[config.mk]
export PLATFORM = sky130hd
export DESIGN_NAME = serial_pattern_tx
export DESIGN_NICKNAME = d
export VERILOG_FILES = /design/src/rtl/serial_pattern_tx.sv
export SDC_FILE = /design/constraint.sdc
export NUM_CORES = 1
export LEC_CHECK = 0
export CORE_AREA = 2 2 63 65
export DETAILED_ROUTE_END_ITERATION = 12
export DIE_AREA = 0 0 65 67
export GPL_TIMING_DRIVEN = 0
export PLACE_DENSITY = 0.73
export SYNTH_ARGS = -nofsm -noshare
export SYNTH_HDL_FRONTEND = slang
export SYNTH_SLANG_ARGS = --single-unit
[constraint.sdc]
create_clock -name Clk -period 1.66 [get_ports Clk]
set_input_delay 0.332 -clock Clk [delete_from_list [all_inputs] [get_ports Clk]]
set_output_delay 0.332 -clock Clk [all_outputs]
set_load 0.1 [all_outputs]
[src/rtl/serial_pattern_tx.sv]
// Serial pattern transmitter: shifts out Len bits of a captured word MSB-first and
// counts overlapping "1101" occurrences in the transmitted stream.
module serial_pattern_tx #(
   parameter int W = 16
) (
   input  logic         Clk,
   input  logic         Rst,
   input  logic         Start,
   input  logic [W-1:0] Data,
   input  logic [4:0]   Len,
   output logic         Dout,
   output logic         Busy,
   output logic         Done,
   output logic [3:0]   MatchCnt
);

   localparam int IW = (W > 1) ? $clog2(W) : 1;

   typedef enum logic [1:0] {IDLE, SHIFT, DONE} state_t;
   typedef enum logic [1:0] {S0, S1, S11, S110} track_t;

   state_t         state_q, state_d;
   track_t         track_q, track_d, trackNext;
   logic [W-1:0]   data_q, data_d;
   logic [IW-1:0]  bitIdx_q, bitIdx_d;
   logic           dout_q, dout_d;
   logic [3:0]     matchCnt_q, matchCnt_d;

   logic           lenOk;
   logic           hit;
   logic [IW-1:0]  firstIdx;
   logic [IW-1:0]  nextIdx;

   assign lenOk    = (Len != 5'd0) && (Len <= 5'(W));
   assign firstIdx = IW'(Len - 5'd1);
   assign nextIdx  = bitIdx_q - IW'(1);

   always_ff @(posedge Clk or posedge Rst) begin
      if (Rst) begin
         state_q    <= IDLE;
         track_q    <= S0;
         data_q     <= '0;
         bitIdx_q   <= '0;
         dout_q     <= 1'b0;
         matchCnt_q <= 4'd0;
      end else begin
         state_q    <= state_d;
         track_q    <= track_d;
         data_q     <= data_d;
         bitIdx_q   <= bitIdx_d;
         dout_q     <= dout_d;
         matchCnt_q <= matchCnt_d;
      end
   end

   // The tracker consumes the bit currently on Dout, so a match is credited
   // at the edge that moves past the completing bit.
   always_comb begin
      trackNext = S0;
      hit       = 1'b0;
      case (track_q)
         S0:      trackNext = dout_q ? S1  : S0;
         S1:      trackNext = dout_q ? S11 : S0;
         S11:     trackNext = dout_q ? S11 : S110;
         S110: begin
            if (dout_q) begin
               trackNext = S1;
               hit       = 1'b1;
            end else begin
               trackNext = S0;
            end
         end
         default: trackNext = S0;
      endcase
   end

   always_comb begin
      state_d    = state_q;
      track_d    = track_q;
      data_d     = data_q;
      bitIdx_d   = bitIdx_q;
      dout_d     = dout_q;
      matchCnt_d = matchCnt_q;
      case (state_q)
         IDLE, DONE: begin
            dout_d  = 1'b0;
            state_d = IDLE;
            if (Start && lenOk) begin
               state_d    = SHIFT;
               data_d     = Data;
               bitIdx_d   = firstIdx;
               dout_d     = Data[firstIdx];
               track_d    = S0;
               matchCnt_d = 4'd0;
            end
         end
         SHIFT: begin
            track_d = trackNext;
            if (hit && (matchCnt_q != 4'd15)) begin
               matchCnt_d = matchCnt_q + 4'd1;
            end
            if (bitIdx_q == '0) begin
               state_d = DONE;
               dout_d  = 1'b0;
            end else begin
               bitIdx_d = nextIdx;
               dout_d   = data_q[nextIdx];
            end
         end
         default: state_d = IDLE;
      endcase
   end

   assign Dout     = dout_q;
   assign Busy     = (state_q == SHIFT);
   assign Done     = (state_q == DONE);
   assign MatchCnt = matchCnt_q;

endmodule

==> impl_metrics.xml, run 1 <==
<?xml version="1.0" encoding="UTF-8"?>
<metrics>
  <group name="status">
    <metric name="run_status" unit="">finished with violations</metric>
    <metric name="failing_checks" unit="">negative setup slack</metric>
  </group>
  <group name="logic_synthesis">
    <metric name="yosys_warning_total" unit="">0</metric>
    <metric name="yosys-mux-area-fraction" unit="%">17.2</metric>
    <metric name="syn_inst" unit="">165</metric>
    <metric name="compound_gate_fraction_of_synth_area" unit="%">3.68</metric>
    <metric name="synth_fp_nets" unit="">195</metric>
    <metric name="synthesized_area" unit="mm²">0.00163</metric>
    <metric name="syn_avg_cell_area" unit="µm²">9.90</metric>
    <metric name="synth-xor-area-share" unit="%">3.75</metric>
    <metric name="postSynthRegisterBits" unit="">29</metric>
    <metric name="number_of_library_cell_types_mapped_by_synthesis" unit="">29</metric>
    <metric name="synth-simple-area-share" unit="%">21.9</metric>
    <metric name="synth_fa_ha_area_share" unit="%">4.59</metric>
    <metric name="sequential_to_total_area_share_from_yosys_stat" unit="%">44.4</metric>
    <metric name="main_combinational_cell_family_by_area_after_synthesis" unit="">simple AND/OR/NAND/NOR gates</metric>
  </group>
  <group name="sta">
    <metric name="slew_headroom" unit="%">58.5</metric>
    <metric name="layout_min_cycle_time" unit="ns">1.92</metric>
    <metric name="timing_worst_slew_pin_value" unit="ns">0.622</metric>
    <metric name="timing.final.hold_violations" unit="">0</metric>
    <metric name="timing.final.max_slew_violations" unit="">0</metric>
    <metric name="finalClockSkew" unit="ns">0.00578</metric>
    <metric name="hold-worst-slack" unit="ns">0.283</metric>
    <metric name="rsz_0062_raised_after_global_routing" unit="">yes</metric>
    <metric name="layout_setup_ws" unit="ns">-0.265</metric>
    <metric name="max_freq" unit="MHz">520</metric>
    <metric name="period_share" unit="%">116</metric>
    <metric name="setup-violations-final" unit="">4</metric>
  </group>
  <group name="clocking">
    <metric name="clk-insertion-delay-late" unit="ns">0.28</metric>
    <metric name="cts_tree" unit="">built</metric>
    <metric name="cts.reportedPaths.clkPinSlew" unit="ns">0.06</metric>
    <metric name="postCtsHoldBufs" unit="">0</metric>
    <metric name="cts.root.buffer_cell" unit="">sky130_fd_sc_hd__clkbuf_8</metric>
    <metric name="number_of_clock_buffers_inserted_by_tritoncts" unit="">5</metric>
    <metric name="cts.sinks" unit="">29</metric>
    <metric name="max-clock-path-buffers" unit="">2</metric>
    <metric name="htree_levels" unit="">2</metric>
  </group>
  <group name="floorplanning">
    <metric name="die_width" unit="µm">65</metric>
    <metric name="fp-row-count" unit="">22</metric>
    <metric name="core_region_area" unit="mm²">0.00361</metric>
    <metric name="die_area" unit="mm²">0.00436</metric>
    <metric name="floorplan.io_pins" unit="">31</metric>
    <metric name="initial_core_util" unit="%">45.3</metric>
    <metric name="chip_height" unit="µm">67</metric>
  </group>
  <group name="routing">
    <metric name="route.detailed.drc" unit="">0</metric>
    <metric name="wl_met1" unit="mm">1.55</metric>
    <metric name="drt_iter0_drc" unit="">44</metric>
    <metric name="detail-route-antenna-nets" unit="">0</metric>
    <metric name="routed-via-count" unit="">1329</metric>
    <metric name="drtPass1Iterations" unit="">4</metric>
    <metric name="met2WireLength" unit="mm">2.09</metric>
    <metric name="met3_wirelength" unit="µm">205</metric>
    <metric name="viasPerCell" unit="">5.15</metric>
    <metric name="post_drt_wl_per_cell" unit="µm">15.2</metric>
    <metric name="highest-signal-layer" unit="">met4</metric>
    <metric name="routed_wirelength" unit="mm">3.92</metric>
  </group>
  <group name="worst_setup_path">
    <metric name="worstSetupEndpointType" unit="">flip-flop</metric>
    <metric name="crit_slowest_cell" unit="">sky130_fd_sc_hd__mux4_2</metric>
    <metric name="cell_occurring_most_often_along_the_worst_timing_path" unit="">sky130_fd_sc_hd__mux4_2</metric>
    <metric name="max_fo_critical_path" unit="">7</metric>
    <metric name="worst-setup-path-type" unit="">flip-flop to flip-flop</metric>
    <metric name="timing.rr.end" unit="">Dout$_DFFE_PP0P_</metric>
    <metric name="timing.critical_path.from_type" unit="">flip-flop</metric>
    <metric name="crit_start" unit="">bitIdx_q[0]$_DFFE_PP0P_</metric>
    <metric name="timing.rr.start" unit="">bitIdx_q[0]$_DFFE_PP0P_</metric>
    <metric name="critPathCapture" unit="">Dout$_DFFE_PP0P_</metric>
    <metric name="reg2regPathDepth" unit="">7</metric>
    <metric name="rrSetupSlack" unit="ns">-0.26</metric>
    <metric name="critPathRequiredTime" unit="ns">1.82</metric>
    <metric name="crit_path_cell_trace" unit="">buf_6, inv_4, ha_4, mux4_2, mux4_2, nand3_2, nand4_1</metric>
    <metric name="worst-endpoint-arrival" unit="ns">2.09</metric>
    <metric name="timing.critical_path.slowest_cell_delay" unit="ns">0.51</metric>
  </group>
  <group name="final_layout">
    <metric name="syn2layout_area_growth" unit="%">39.7</metric>
    <metric name="antennaDiodeCount" unit="">0</metric>
    <metric name="drive_gt1_share" unit="%">30.5</metric>
    <metric name="stdcell_area" unit="mm²">0.00228</metric>
    <metric name="layout.cells.most_common_list" unit="">53 x sky130_fd_sc_hd__nand2_1, 24 x sky130_fd_sc_hd__dfrtp_1, 19 x sky130_fd_sc_hd__clkdlybuf4s50_1</metric>
    <metric name="finalNetCount" unit="">239</metric>
    <metric name="most_common_cell_after_layout_fill_and_taps_aside" unit="">sky130_fd_sc_hd__nand2_1</metric>
  </group>
  <group name="grt">
    <metric name="first_global_vias" unit="">1351</metric>
    <metric name="antenna_violations_before_repair" unit="">0</metric>
    <metric name="grt_util_all_layers" unit="%">20.3</metric>
    <metric name="pin_count_of_the_biggest_net_entering_global_routing" unit="">30</metric>
    <metric name="grt_remaining_overflow" unit="">0</metric>
    <metric name="first_pass_grt_wire_length" unit="mm">6.39</metric>
  </group>
  <group name="power">
    <metric name="seq_power_share" unit="%">31.2</metric>
    <metric name="power.share.combinational" unit="%">53.8</metric>
    <metric name="internal_power" unit="mW">2.32</metric>
    <metric name="vdd_drop_max" unit="µV">735</metric>
    <metric name="switching_share" unit="%">40.9</metric>
    <metric name="total_switching_power" unit="mW">1.61</metric>
    <metric name="pwr_density_cell" unit="mW/mm²">1720</metric>
    <metric name="power_frac_clock" unit="%">15.0</metric>
    <metric name="static_leak" unit="nW">1.06</metric>
  </group>
  <group name="worst_hold_path">
    <metric name="worst_hold_path_type" unit="">input port to flip-flop</metric>
    <metric name="timing.hold.worst_path_depth" unit="">2</metric>
  </group>
  <group name="place">
    <metric name="postPlaceCellArea" unit="mm²">0.00203</metric>
    <metric name="buffer_ports.inserted" unit="">29</metric>
    <metric name="post-place-ws" unit="ns">-0.686</metric>
    <metric name="place.detailed.hpwl" unit="mm">2.79</metric>
    <metric name="gpl.final_weighted_congestion" unit="">0.820</metric>
  </group>
  <group name="flow_run">
    <metric name="timing.max_cap.violations" unit="">0</metric>
  </group>
</metrics>
-- sequential cells by signal (all words and copies together) (netlist names) --
register / count
Dout: 1
MatchCnt: 4
bitIdx_q: 4
data_q: 16
state_q: 2
track_q: 2
-- worst min-delay path by stage --
stage	from	end	slack [ns]
6_report	Len[0]	bitIdx_q[0]$_DFFE_PP0P_	0.28
3_3_place_gp	data_q[2]$_DFFE_PP0P_	data_q[2]$_DFFE_PP0P_	0.45
4_1_cts	Len[0]	bitIdx_q[0]$_DFFE_PP0P_	0.29
5_1_grt	Len[0]	bitIdx_q[0]$_DFFE_PP0P_	0.29
3_5_place_dp	data_q[13]$_DFFE_PP0P_	data_q[13]$_DFFE_PP0P_	0.46
2_1_floorplan	Rst	MatchCnt[0]$_DFFE_PP0P_	0.41
-- power by group through the flow --
| stage | combinational (mW) | clock [mW] | sequential, mW |
|---|---|---|---|
| after floorplan | 1.15 | 0 | 1.34 |
| after global placement | 1.65 | 0 | 1.20 |
| after detailed placement | 1.71 | 0 | 1.22 |
| after CTS | 1.97 | 0.602 | 1.21 |
| after global routing | 2.27 | 0.641 | 1.25 |
| final | 2.11 | 0.590 | 1.22 |
-- metal layers --
layer,vias up,global-route usage (%)
met4,0,6.65
li1,645,-
met1,640,22.3
met2,38,37.5
met3,6,5.74
met5,-,0
-- timing repair --
action / 4_1_cts / 5_1_grt
setup endpoints to repair: 34 / 15
resized for setup: 50 / 11
cloned: 0 / 0
buffers inserted: 7 / 1
pin swaps: 8 / 2
-- cell usage after synthesis, drive strengths merged --
cell type   n  area share (%)
nand2      53              12
nand2b      2            0.77
mux4        9              13
clkbuf      4            0.92
a311oi      2             1.1
dfrtp      29              44
nand3       7             2.1
or3b        1            0.69
nor2b       1            0.38
a21oi       2            0.61
and3        2            0.77
mux2        2             1.4
buf         3             1.3
xor2        6             3.2
inv        10             2.3
ha          6             4.6
nand4       2            0.77
nor2        8             1.8
or3         1            0.38
a32o        1            0.61
a211oi      1            0.46
o21ai       3            0.92
xnor2       1            0.54
nor3b       1            0.46
mux2i       4             2.5
nor3        4             1.5
-- area by class of cell --
cell class	instances	area, µm²
clock buffer	8	90.1
sequential	29	737
tap	48	60.1
timing repair buffer	37	364
fill	294	1320
buffer	7	63.8
inverter	10	43.8
multi-input combinational	119	925
-- worst max-delay path, delay by kind of cell (launching register included) --
kind	cells	cell delay (ns)
flip-flops	1	0.34
multiplexers	2	0.84
AND/OR/NAND/NOR	2	0.16
buffers and inverters	2	0.18
adder cells (fa/ha/maj)	1	0.29
-- kinds of logic after synthesis --
logic type      after synthesis
mux                          15
fa+ha+maj                     6
flops                        29
buf+inv                      17
compound gates                9
xor+xnor                      7
simple gates                 82
-- through the flow --
step	TNS, ns	power (mW)	std cells	util, %
2_1_floorplan	-0.851	2.49	165	-
3_3_place_gp	-17.17	2.85	242	56.3
3_5_place_dp	-19.55	2.93	242	56.3
4_1_cts	-0.586	3.79	257	62.1
5_1_grt	-0.680	4.16	258	63.3
6_report	-0.553	3.92	258	63.3
(Power assumes the default switching activity.)
==> inputs of run 2 (changes only) <==
--- a/config.mk
+++ b/config.mk
@@ -8,8 +8,9 @@
 export CORE_AREA = 2 2 63 65
 export DETAILED_ROUTE_END_ITERATION = 12
 export DIE_AREA = 0 0 65 67
-export GPL_TIMING_DRIVEN = 0
+export GPL_TIMING_DRIVEN = 1
 export PLACE_DENSITY = 0.73
+export SLEW_MARGIN = 20
 export SYNTH_ARGS = -nofsm -noshare
 export SYNTH_HDL_FRONTEND = slang
 export SYNTH_SLANG_ARGS = --single-unit
==> run 2 against run 1 <==
- largest cell class unchanged
- non-clock buffer count increased by 20
- first-iteration DRC count increased by 75%
- clock-buffer cell count unchanged
- critical path type unchanged
- hold slack improved by 0.14 ns
- die area unchanged
- register-to-register slack improved by 0.04 ns
- clock skew about the same
- cell count increased by 7.8%
- combinational power increased by 7%
- the flow still finishes with violations (negative setup slack)
- cell area increased by 9.5%
==> impl_metrics.xml, run 2 (synthesized netlist as in run 1, its figures left out) <==
<?xml version="1.0" encoding="UTF-8"?>
<metrics>
  <group name="clocking">
    <metric name="clk-insertion-delay-late" unit="ns">0.29</metric>
    <metric name="cts.root.buffer_cell" unit="">sky130_fd_sc_hd__clkbuf_8</metric>
    <metric name="cts.reportedPaths.clkPinSlew" unit="ns">0.06</metric>
    <metric name="postCtsHoldBufs" unit="">0</metric>
    <metric name="max-clock-path-buffers" unit="">2</metric>
    <metric name="cts.sinks" unit="">29</metric>
    <metric name="cts_tree" unit="">built</metric>
    <metric name="number_of_clock_buffers_inserted_by_tritoncts" unit="">5</metric>
    <metric name="htree_levels" unit="">2</metric>
  </group>
  <group name="floorplanning">
    <metric name="initial_core_util" unit="%">45.3</metric>
    <metric name="chip_height" unit="µm">67</metric>
    <metric name="die_width" unit="µm">65</metric>
    <metric name="core_region_area" unit="mm²">0.00361</metric>
    <metric name="floorplan.io_pins" unit="">31</metric>
    <metric name="fp-row-count" unit="">22</metric>
    <metric name="die_area" unit="mm²">0.00436</metric>
  </group>
  <group name="routing">
    <metric name="routed-via-count" unit="">1476</metric>
    <metric name="routed_wirelength" unit="mm">4.22</metric>
    <metric name="route.detailed.drc" unit="">0</metric>
    <metric name="viasPerCell" unit="">5.31</metric>
    <metric name="post_drt_wl_per_cell" unit="µm">15.2</metric>
    <metric name="detail-route-antenna-nets" unit="">0</metric>
    <metric name="drtPass1Iterations" unit="">4</metric>
    <metric name="drt_iter0_drc" unit="">77</metric>
  </group>
  <group name="sta">
    <metric name="layout_setup_ws" unit="ns">-0.229</metric>
    <metric name="period_share" unit="%">114</metric>
    <metric name="finalClockSkew" unit="ns">0.00593</metric>
    <metric name="timing.final.hold_violations" unit="">0</metric>
    <metric name="slew_headroom" unit="%">74.7</metric>
    <metric name="hold-worst-slack" unit="ns">0.423</metric>
    <metric name="timing.final.max_slew_violations" unit="">0</metric>
    <metric name="setup-violations-final" unit="">4</metric>
    <metric name="rsz_0062_raised_after_global_routing" unit="">yes</metric>
    <metric name="max_freq" unit="MHz">529</metric>
    <metric name="layout_min_cycle_time" unit="ns">1.89</metric>
    <metric name="timing_worst_slew_pin_value" unit="ns">0.380</metric>
  </group>
  <group name="final_layout">
    <metric name="antennaDiodeCount" unit="">0</metric>
    <metric name="finalNetCount" unit="">259</metric>
    <metric name="most_common_cell_after_layout_fill_and_taps_aside" unit="">sky130_fd_sc_hd__nand2_1</metric>
    <metric name="syn2layout_area_growth" unit="%">53.0</metric>
    <metric name="drive_gt1_share" unit="%">34.8</metric>
    <metric name="layout.cells.most_common_list" unit="">53 x sky130_fd_sc_hd__nand2_1, 29 x sky130_fd_sc_hd__buf_4, 23 x sky130_fd_sc_hd__dfrtp_1, 19 x sky130_fd_sc_hd__clkdlybuf4s50_1, 8 x sky130_fd_sc_hd__inv_1</metric>
    <metric name="fillCellCount" unit="">276</metric>
    <metric name="utilization" unit="%">69.3</metric>
    <metric name="final_cell_count_no_fill" unit="">278</metric>
    <metric name="largest-register" unit="">data_q</metric>
    <metric name="largest_register_ffs" unit="">16</metric>
  </group>
  <group name="place">
    <metric name="buffer_ports.inserted" unit="">30</metric>
    <metric name="place.detailed.hpwl" unit="mm">3.10</metric>
    <metric name="gpl.final_weighted_congestion" unit="">0.869</metric>
    <metric name="placed_cells" unit="">265</metric>
  </group>
  <group name="worst_setup_path">
    <metric name="rrSetupSlack" unit="ns">-0.23</metric>
    <metric name="worst-setup-path-type" unit="">flip-flop to flip-flop</metric>
    <metric name="critPathRequiredTime" unit="ns">1.83</metric>
    <metric name="timing.critical_path.from_type" unit="">flip-flop</metric>
    <metric name="worst-endpoint-arrival" unit="ns">2.05</metric>
    <metric name="worstSetupEndpointType" unit="">flip-flop</metric>
    <metric name="reg2regPathDepth" unit="">6</metric>
    <metric name="max_fo_critical_path" unit="">6</metric>
  </group>
  <group name="grt">
    <metric name="antenna_violations_before_repair" unit="">0</metric>
    <metric name="grt_remaining_overflow" unit="">0</metric>
    <metric name="first_pass_grt_wire_length" unit="mm">6.91</metric>
    <metric name="first_global_vias" unit="">1561</metric>
    <metric name="pin_count_of_the_biggest_net_entering_global_routing" unit="">30</metric>
    <metric name="grt_util_all_layers" unit="%">21.6</metric>
  </group>
  <group name="power">
    <metric name="vdd_drop_max" unit="µV">779</metric>
    <metric name="static_leak" unit="nW">1.21</metric>
    <metric name="pwr_density_cell" unit="mW/mm²">1650</metric>
  </group>
  <group name="status">
    <metric name="failing_checks" unit="">negative setup slack</metric>
    <metric name="run_status" unit="">finished with violations</metric>
  </group>
  <group name="flow_run">
    <metric name="timing.max_cap.violations" unit="">0</metric>
  </group>
  <group name="worst_hold_path">
    <metric name="worst_hold_path_type" unit="">input port to async pin</metric>
  </group>
</metrics>
## run 2: cell types whose count changed in the layout (fill, tap and decap cells not counted), moves of 2 or more
cell | before | now
sky130_fd_sc_hd__nor3_2 | 3 | 1
sky130_fd_sc_hd__buf_8 | 2 | 0
sky130_fd_sc_hd__buf_12 | 0 | 7
sky130_fd_sc_hd__clkdlybuf4s15_2 | 5 | 0
sky130_fd_sc_hd__a21oi_1 | 0 | 2
sky130_fd_sc_hd__buf_6 | 3 | 5
sky130_fd_sc_hd__buf_4 | 7 | 29
sky130_fd_sc_hd__a21oi_2 | 2 | 0
## run 2: cell type report
type	instances	area [µm²]	share of cell area (%)
clock buffer	8	90.1	3.60
inverter	10	37.5	1.50
multi-input combinational	119	927	37.1
sequential	29	738	29.5
tap	48	60.1	2.40
timing repair buffer	64	647	25.9
## run 2: metrics by stage
stage / power, mW / setup WS, ns / area [µm²] / TNS (ns)
2_1_floorplan: 2.49 / -0.228 / 1680 / -0.851
3_3_place_gp: 3.14 / -0.568 / 2280 / -13.23
3_5_place_dp: 3.22 / -0.642 / 2280 / -14.84
4_1_cts: 3.97 / -0.258 / 2430 / -0.519
5_1_grt: 4.39 / -0.284 / 2500 / -0.722
6_report: 4.12 / -0.229 / 2500 / -0.454
## run 2: critical path, stage by stage (launching register included)
cell                      delay, ns
sky130_fd_sc_hd__dfrtp_2       0.45
sky130_fd_sc_hd__inv_2         0.07
sky130_fd_sc_hd__ha_4          0.30
sky130_fd_sc_hd__mux4_2        0.31
sky130_fd_sc_hd__mux4_2        0.48
sky130_fd_sc_hd__nand3_2       0.09
sky130_fd_sc_hd__nand4_1       0.07
## run 2: final timing paths
kind	end	from
setup / recovery	Dout$_DFFE_PP0P_	bitIdx_q[0]$_DFFE_PP0P_
hold / removal	MatchCnt[2]$_DFFE_PP0P_	Rst
setup reg to reg	Dout$_DFFE_PP0P_	bitIdx_q[0]$_DFFE_PP0P_
hold reg to reg	data_q[10]$_DFFE_PP0P_	data_q[10]$_DFFE_PP0P_
max in group asynchronous	MatchCnt[1]$_DFFE_PP0P_	Rst
min in group Clk	data_q[10]$_DFFE_PP0P_	data_q[10]$_DFFE_PP0P_
## run 2: timing repair
item / in CTS / in global routing
gates resized for setup: 17 / 11
buffers inserted: 2 / 3
endpoints found under the setup margin: 27 / 8
pin swaps: 8 / 3
## run 2: routing by layer
metal,vias to the layer above,routed length (µm),GRT usage (%)
li1,684,-,-
met1,724,1550,24.9
met2,57,2270,37.0
met3,11,280,5.24
met4,0,107,11.7
met5,-,0,0
## run 2: where the power goes
group	total, mW	switching, mW	leakage (nW)	internal [mW]
combinational	2.26	1.12	0.806	1.13
sequential	1.26	0.237	0.358	1.02
clock	0.612	0.275	0.0455	0.337
total	4.12	1.64	1.21	2.49
